==> src/rtl/cgra0_pkg.sv <==
// Accelerator-level constants for the cgra0 output path.
package cgra0_pkg;

  localparam int unsigned CGRA0_DATA_WIDTH = 16;
  localparam int unsigned CGRA0_OUT_WIDTH  = 128;
  localparam int unsigned CGRA0_LINE_DEPTH = 4;
  localparam int unsigned CGRA0_AF_MARGIN  = 1;
  localparam int unsigned WORDS_PER_LINE   = CGRA0_OUT_WIDTH / CGRA0_DATA_WIDTH;
  localparam int unsigned PIDX_W           = $clog2(WORDS_PER_LINE);

endpackage

==> src/rtl/cgra0_line_fifo.sv <==
// First-word fall-through line FIFO; a push and a pop in the same cycle
// are both accepted even when full.
module cgra0_line_fifo #(
  parameter  int unsigned WIDTH = 137,
  parameter  int unsigned DEPTH = 4,
  localparam int unsigned PTR_W = (DEPTH > 1) ? $clog2(DEPTH) : 1,
  localparam int unsigned CNT_W = $clog2(DEPTH) + 1
) (
  input  logic             clk,
  input  logic             rst,
  input  logic             push,
  input  logic [WIDTH-1:0] wr_data,
  input  logic             pop,
  output logic [WIDTH-1:0] rd_data,
  output logic [CNT_W-1:0] count,
  output logic             full,
  output logic             empty
);

  logic [WIDTH-1:0] mem_q [DEPTH];
  logic [PTR_W-1:0] wptr_q, wptr_d;
  logic [PTR_W-1:0] rptr_q, rptr_d;
  logic [CNT_W-1:0] count_q, count_d;
  logic             wr_en;
  logic             rd_en;

  assign empty = (count_q == '0);
  assign full  = (count_q == CNT_W'(DEPTH));
  assign rd_en = pop & ~empty;
  assign wr_en = push & (~full | rd_en);

  always_comb begin
    wptr_d  = wptr_q + PTR_W'(wr_en);
    rptr_d  = rptr_q + PTR_W'(rd_en);
    count_d = count_q + CNT_W'(wr_en) - CNT_W'(rd_en);
  end

  always_ff @(posedge clk or posedge rst) begin
    if (rst) begin
      wptr_q  <= '0;
      rptr_q  <= '0;
      count_q <= '0;
    end else begin
      wptr_q  <= wptr_d;
      rptr_q  <= rptr_d;
      count_q <= count_d;
    end
  end

  always_ff @(posedge clk) begin
    if (wr_en) begin
      mem_q[wptr_q] <= wr_data;
    end
  end

  // Head is forced to zero when empty so stale lines never show on the outputs.
  assign rd_data = empty ? '0 : mem_q[rptr_q];
  assign count   = count_q;

endmodule

==> src/rtl/cgra0_out_packer.sv <==
// Packs PE result words into output lines, queues them and presents them
// to the memory writer with strobe, end-of-stream and status flags.
module cgra0_out_packer
  import cgra0_pkg::*;
#(
  parameter  int unsigned DATA_WIDTH = CGRA0_DATA_WIDTH,
  parameter  int unsigned OUT_WIDTH  = CGRA0_OUT_WIDTH,
  parameter  int unsigned DEPTH      = CGRA0_LINE_DEPTH,
  parameter  int unsigned AF_MARGIN  = CGRA0_AF_MARGIN,
  localparam int unsigned W          = OUT_WIDTH / DATA_WIDTH
) (
  input  logic                  clk,
  input  logic                  rst,
  input  logic                  start,
  input  logic                  fifo_we,
  input  logic [DATA_WIDTH-1:0] fifo_data,
  input  logic                  flush,
  output logic                  out_valid,
  input  logic                  out_ready,
  output logic [OUT_WIDTH-1:0]  out_data,
  output logic [W-1:0]          out_strb,
  output logic                  out_last,
  output logic                  almost_full,
  output logic                  overflow,
  output logic                  done
);

  localparam int unsigned PW    = (W > 1) ? $clog2(W) : 1;
  localparam int unsigned CNT_W = $clog2(DEPTH) + 1;
  localparam int unsigned ENT_W = OUT_WIDTH + W + 1;

  logic [OUT_WIDTH-1:0] line_q, line_d, cur_line;
  logic [W-1:0]         strb_q, strb_d, cur_strb;
  logic [PW-1:0]        pidx_q, pidx_d;
  logic                 flush_pending_q, flush_pending_d;
  logic                 overflow_q, overflow_d;
  logic                 done_q, done_d;
  logic                 af_q, af_d;
  logic                 word_ok, line_done, flush_act;
  logic                 push_req, push_acc, pop, can_push;
  logic [CNT_W-1:0]     count, count_d;
  logic                 full, empty;
  logic [ENT_W-1:0]     head;

  assign pop       = ~empty & out_ready;
  assign can_push  = ~full | pop;
  assign flush_act = flush | flush_pending_q;
  assign word_ok   = fifo_we & ~flush_pending_q;
  assign line_done = word_ok & (pidx_q == PW'(W - 1));
  assign push_req  = line_done | flush_act;
  assign push_acc  = push_req & can_push;

  always_comb begin
    cur_line = line_q;
    cur_strb = strb_q;
    if (word_ok) begin
      cur_line[pidx_q*DATA_WIDTH +: DATA_WIDTH] = fifo_data;
      cur_strb[pidx_q] = 1'b1;
    end
  end

  always_comb begin
    line_d = cur_line;
    strb_d = cur_strb;
    pidx_d = pidx_q;
    if (word_ok) begin
      pidx_d = (pidx_q == PW'(W - 1)) ? '0 : pidx_q + 1'b1;
    end
    flush_pending_d = flush_act & ~can_push;
    // A blocked full line is dropped, but a blocked flush keeps its line for the retry.
    if (push_acc || (line_done && !flush_act)) begin
      line_d = '0;
      strb_d = '0;
      pidx_d = '0;
    end
    overflow_d = overflow_q
               | (line_done & ~flush_act & ~can_push)
               | (fifo_we & flush_pending_q);
    done_d = done_q | (pop & head[ENT_W-1]);
    if (start) begin
      overflow_d = 1'b0;
      done_d     = 1'b0;
    end
    count_d = count + CNT_W'(push_acc) - CNT_W'(pop);
    af_d    = (CNT_W'(DEPTH) - count_d) <= CNT_W'(AF_MARGIN);
  end

  always_ff @(posedge clk or posedge rst) begin
    if (rst) begin
      line_q          <= '0;
      strb_q          <= '0;
      pidx_q          <= '0;
      flush_pending_q <= 1'b0;
      overflow_q      <= 1'b0;
      done_q          <= 1'b0;
      af_q            <= 1'b0;
    end else begin
      line_q          <= line_d;
      strb_q          <= strb_d;
      pidx_q          <= pidx_d;
      flush_pending_q <= flush_pending_d;
      overflow_q      <= overflow_d;
      done_q          <= done_d;
      af_q            <= af_d;
    end
  end

  cgra0_line_fifo #(
    .WIDTH (ENT_W),
    .DEPTH (DEPTH)
  ) u_line_fifo (
    .clk     (clk),
    .rst     (rst),
    .push    (push_acc),
    .wr_data ({flush_act, cur_strb, cur_line}),
    .pop     (pop),
    .rd_data (head),
    .count   (count),
    .full    (full),
    .empty   (empty)
  );

  assign out_valid                       = ~empty;
  assign {out_last, out_strb, out_data}  = head;
  assign almost_full                     = af_q;
  assign overflow                        = overflow_q;
  assign done                            = done_q;

endmodule
==> config.mk <==
export PLATFORM = sky130hd
export DESIGN_NAME = cgra0_out_packer
export DESIGN_NICKNAME = d
export VERILOG_FILES = /design/src/rtl/cgra0_pkg.sv /design/src/rtl/cgra0_line_fifo.sv /design/src/rtl/cgra0_out_packer.sv
export SDC_FILE = /design/constraint.sdc
export NUM_CORES = 1
export LEC_CHECK = 0
export ABC_CLOCK_PERIOD_IN_PS = 22700
export CELL_PAD_IN_SITES_DETAIL_PLACEMENT = 0
export CELL_PAD_IN_SITES_GLOBAL_PLACEMENT = 1
export CORE_MARGIN = 5
export CORE_UTILIZATION = 30
export CTS_BUF_LIST = sky130_fd_sc_hd__clkbuf_16
export CTS_CLUSTER_DIAMETER = 40
export CTS_CLUSTER_SIZE = 20
export DETAILED_ROUTE_END_ITERATION = 8
export GPL_ROUTABILITY_DRIVEN = 0
export PLACE_DENSITY_LB_ADDON = 0.1
export SLEW_MARGIN = 20
export SYNTH_ARGS = -nofsm -noshare
export SYNTH_HDL_FRONTEND = slang
export SYNTH_HIERARCHICAL = 1
export SYNTH_SLANG_ARGS = --single-unit
==> constraint.sdc <==
create_clock -name clk -period 22.7 [get_ports clk]
set_input_delay 5.675 -clock clk [delete_from_list [all_inputs] [get_ports clk]]
set_output_delay 5.675 -clock clk [all_outputs]
set_load 0.02 [all_outputs]
# == Word-level counts from Yosys, hierarchy flattened ==
# Memories as Yosys holds them, arrays and structs flattened.
# Cells that the tools add are included.
# word_totals
reg_bits,150
mem_bits_rw,548
input_bits,22
output_inout_bits,141
wordCells,72
n_memories,1
# memory_table
memory,words,width,rd,rd_ports_with_merged_regs,write_ports,line,rtl
u_line_fifo.mem_q,4,137,1,0,1,cgra0_line_fifo.sv:20,logic [WIDTH-1:0] mem_q [DEPTH];
# op_classes
n_addsub,9
magnitude_cmp,3
eq_ne,2
shift,2
mux,15
n_bitwise,24
n_reduce_logical,6
# ops
cell,count
$mux 128,2
$mux 137,1
$bwmux 128,1
$shift 16x34->128 const A,1
$shiftx 16x34->128,1
$neg 7->34,1
$mux 8,2
$and 1x1->1,11
$mux 3,3
$or 8x8->8,1
$or 1x1->1,7
$add 3x1->3,2
$eq 3x3->1 const B,2
$sub 3x1->3,2
$mux 1,5
$not 1->1,5
$add 2x1->2,2
$lt 3x4->1 const B,1
$add 3x1->3 const B,1
$demux 1 s3,1
$ge 3x1->1 const B,1
$le 3x1->1 const B,1
$logic_not 3->1,1
$sub 3x3->3 const A,1
4 further kinds,5

# == Longest topological paths before layout ==
# logic_depth
depth_word,9
depth_mapped,12

# == By module ==
# The synthesis kept the hierarchy.
# by_module_without_submodules
module,n_inst,cells_each,area_each_um2,seq_area_each_um2
cgra0_line_fifo,1,900,21176.6,16631.0
cgra0_out_packer,1,903,8423.1,3578.4

# == Worst setup path before layout ==
# Ideal clock, no wire load.
# synth_timing
path_type,input to register
startpoint,input fifo_we
endpoint,memory u_line_fifo.mem_q[1][0] (enable)
setup_ps,829
arrival_time_ps,16658
t_required_ps,21871
path_slack_ps,5213
path_stages,6
path_buffers,1
path_cell_list,nor2b_1 > clkbuf_1 > nand2_1 > a22oi_1 > o41ai_2 > nor3b_1
# synth_between
elab_chain_cells,7
# synth_lines
item,line,rtl
"start, declared",cgra0_out_packer.sv:15,"input logic fifo_we,"
$and 1x1->1,cgra0_out_packer.sv:48,assign word_ok = fifo_we & ~flush_pending_q;
$and 1x1->1,cgra0_out_packer.sv:49,assign line_done = word_ok & (pidx_q == PW'(W - 1));
$or 1x1->1,cgra0_out_packer.sv:50,assign push_req = line_done | flush_act;
$and 1x1->1,cgra0_out_packer.sv:51,assign push_acc = push_req & can_push;
via push_acc,cgra0_out_packer.sv:40,"logic push_req, push_acc, pop, can_push;"
$and 1x1->1,cgra0_line_fifo.sv:30,assign wr_en = push & (~full | rd_en);
$mux 1,cgra0_line_fifo.sv:51,if (wr_en) begin
$mux 1 (not written as such),cgra0_line_fifo.sv:52,mem_q[wptr_q] <= wr_data;
"end, declared",cgra0_line_fifo.sv:20,
# The timed path passes the listed nets, and every way through them passes these cells.

# == Worst setup path after layout ==
# layout_timing
startpoint,input fifo_we
endpoint,memory u_line_fifo.mem_q[3][94] (enable)
# Same word-level chain as after synthesis.

==> flow_summary.ini <==
[hold_path]
worstHoldPathType = reg -> reg
min_from = done

[sta]
setup_ws_ns = 12.53
worst_slew_pin_slew_ns = 1.11
max_freq_mhz = 98.4
setup_viol = 0
drv_slew = 0
fin_tns_setup_ns = 0
rsz0062_at_grt = no
whs_ns = 0.504
min_period_over_period_pct = 44.8
clock-skew-final_ns = 0.0290
hold_viol = 0
relSlewSlack_pct = 25.5
min_period_ns = 10.17

[placed_design]
dp_worst_setup_slack_ns = 11.76
io_buffers = 162
hpwl_um = 50100
dpl_cell_area_mm2 = 0.0322

[layout]
fillCellCount = 9241
multiInputGateArea_mm2 = 0.00841
drive_above_1_share_pct = 20.7
utilization_pct = 36.9
nets = 1984
design_area_mm2 = 0.0362
area_growth_pct = 22.2
regArea_mm2 = 0.0202

[cts]
numClockSinks = 698
clkTransAtPathRegs_ns = 0.05
htree_num_levels = 3
numCtsBuffers = 115
cts_resized = 0
post-cts-setup-buffers = 0
hold_buffers = 0
cts_tree = done
clock_path_buffers = 3
clk_latency_ns = 0.67
root_buffer = clkbuf_16

[routing]
first_pass_iters = 5
avgRoutedWirePerCell_um = 25.4
route.detailed.drc = 0
drt_wl_total_um = 85000
drt_iter0_drc = 1168
ant_nets = 0
viasPerCell = 5.10
num_vias = 17100

[synth]
synth_top_family_by_area = multiplexers
yosysMostFrequentCell = edfxtp_1
synth_commonest_cells = 548 x edfxtp_1, 150 x dfrtp_1, 139 x and2_1
synth_mux_area_share_pct = 10.5
synth-seq-cells = 698
yosys.area.top_type = edfxtp_1
yosys.area_share.simple_pct = 9.87
synth.area.top_cells = edfxtp_1 56%, dfrtp_1 13%, mux4_2 10%, a211oi_1 3.2%, and2_1 2.9%
synth_cells = 1803
yosysWarnings = 6
async_flop_share_pct = 21.5
synth_top_area_share_pct = 55.6
synth_compound_area_share_pct = 7.22
synth_xor_area_share_pct = 0.148
synth_edf_count = 548
synth_fp_nets = 1835
synth-main-ff-cell = edfxtp_1
ys_seq_area_share_pct = 68.3
post_synth_num_cell_types = 60
avgSynthCellArea_um2 = 16.4
synth_adder_area_share_pct = 0.473
synth_area_mm2 = 0.0296

[grt]
grt_use_total_pct = 16.2
grt_pass1_vias = 18200
antenna_found_initial = 13
grt_pass1_wl_um = 126000
overflow = 0
grt_max_degree = 138

[critical_path]
r2r_start = u_line_fifo/count[1]
critPathCaptureType = flip-flop
crit_buf_inv = 4
start_kind = input pin
worstPathArrival_ns = 10.44
crit_start = fifo_we
cpPeakStageDelay_ns = 0.80
crit_chain = clkdlybuf4s50_1 -> nor2b_1 -> nand2_1 -> a22oi_1 -> o41ai_2 -> inv_1 -> and3_4 -> buf_4 -> buf_4
slowest_stage = buf_4
crit_family = buffers and inverters
worstPathRequired_ns = 22.97
critPathMostFrequentCell = buf_4
path_class = in -> reg
worstPathMaxFanout = 50

[floorplan]
io_pins = 163
initial_core_util_pct = 30.2
row_count = 115
fp.coreArea_mm2 = 0.0981
die_area_mm2 = 0.105
dieHeight_um = 324
die_x_um = 324

[run_status]
outcome = complete, no violations

[power]
peakVddDrop_mv = 0.0955
power.leakage_nw = 13.1
p_per_area_mw_per_mm2 = 147

[run]
cap_viol_max_count = 0
==> kinds of logic (layout without fill, tap and decap cells) <==
group | after synthesis | after routing
AO/OA/AOI/OAI | 273 | 273
buffers and inverters | 180 | 432
AND/OR/NAND/NOR | 498 | 498
other | 0 | 2
multiplexers | 139 | 139
XOR/XNOR | 5 | 5
flip-flops | 698 | 698
adder cells (fa/ha/maj) | 10 | 10
==> stage by stage <==
| stage | instances | power [mW] |
|---|---|---|
| final | 3344 | 5.30 |
| after global placement | 3122 | 3.63 |
| after floorplan | 1803 | 2.96 |
| after global routing | 3342 | 5.58 |
| after detailed placement | 3122 | 3.63 |
| after CTS | 3342 | 5.41 |
==> layout make-up <==
type | instances | share of cell area [%]
flip-flops and latches | 698 | 55.9
multi-input cells | 925 | 23.3
clock buffers | 115 | 7.96
repair buffers | 196 | 5.23
well taps | 1287 | 4.45
clock inverters | 105 | 3.00
inverters | 16 | 0.180
diodes | 2 | 0.0138
==> sequential cells by signal, summed over array words and instances, names as in the netlist <==
register            flops
almost_full             1
done                    1
flush_pending_q         1
line_q                128
overflow                1
pidx_q                  3
strb_q                  8
u_line_fifo/count       3
u_line_fifo/mem_q     548
u_line_fifo/rptr_q      2
u_line_fifo/wptr_q      2
==> metal layers <==
metal	up-vias	track usage (%)	part of all wire, %
met3	108	3.01	5.1
li1	7499	-	-
met2	447	25.8	47
met5	-	0	0
met1	9014	22.8	46
met4	0	4.45	2.1
==> report_power, final <==
| group | leakage (nW) | switching, mW | internal [mW] | total [mW] |
|---|---|---|---|---|
| combinational | 3.84 | 1.07 | 0.748 | 1.82 |
| clock | 1.95 | 0.647 | 1.10 | 1.75 |
| sequential | 7.34 | 0.0798 | 1.65 | 1.73 |
| total | 13.1 | 1.80 | 3.50 | 5.30 |
==> placed cells by master, fill, tap and decap left out, types with 20 or more instances in the layout <==
cell             instances
o21ai_0                 61
edfxtp_1               548
clkinv_1                20
inv_1                   26
clkdlybuf4s50_1        162
dfrtp_1                147
and2_1                 139
o31ai_1                 32
nand4_1                 64
clkbuf_16              115
mux4_2                 137
buf_4                   32
a211oi_1               127
nand2_1                130
nand3_1                 62
==> worst register-to-register path: stages (launching register included) <==
cell and delay, ns:
dfrtp_1 0.48, or3_4 0.55, buf_4 0.60, inv_1 0.14, nand2b_1 0.31, a22oi_1 0.50
o41ai_2 0.25, inv_1 0.12, and3_4 0.70, buf_4 0.82, buf_4 0.79
==> worst paths after layout <==
kind,end,slack (ns),depth (start not counted)
worst max-delay path,u_line_fifo/mem_q[3][94],12.53,9
worst min-delay path,done,0.50,2
worst max register to register,u_line_fifo/mem_q[3][94],16.99,10
worst min register to register,done,0.50,2
max in group asynchronous,line_q[4],15.65,3
min in group asynchronous,u_line_fifo/count[2],5.42,2
(Power assumes the default switching activity.)
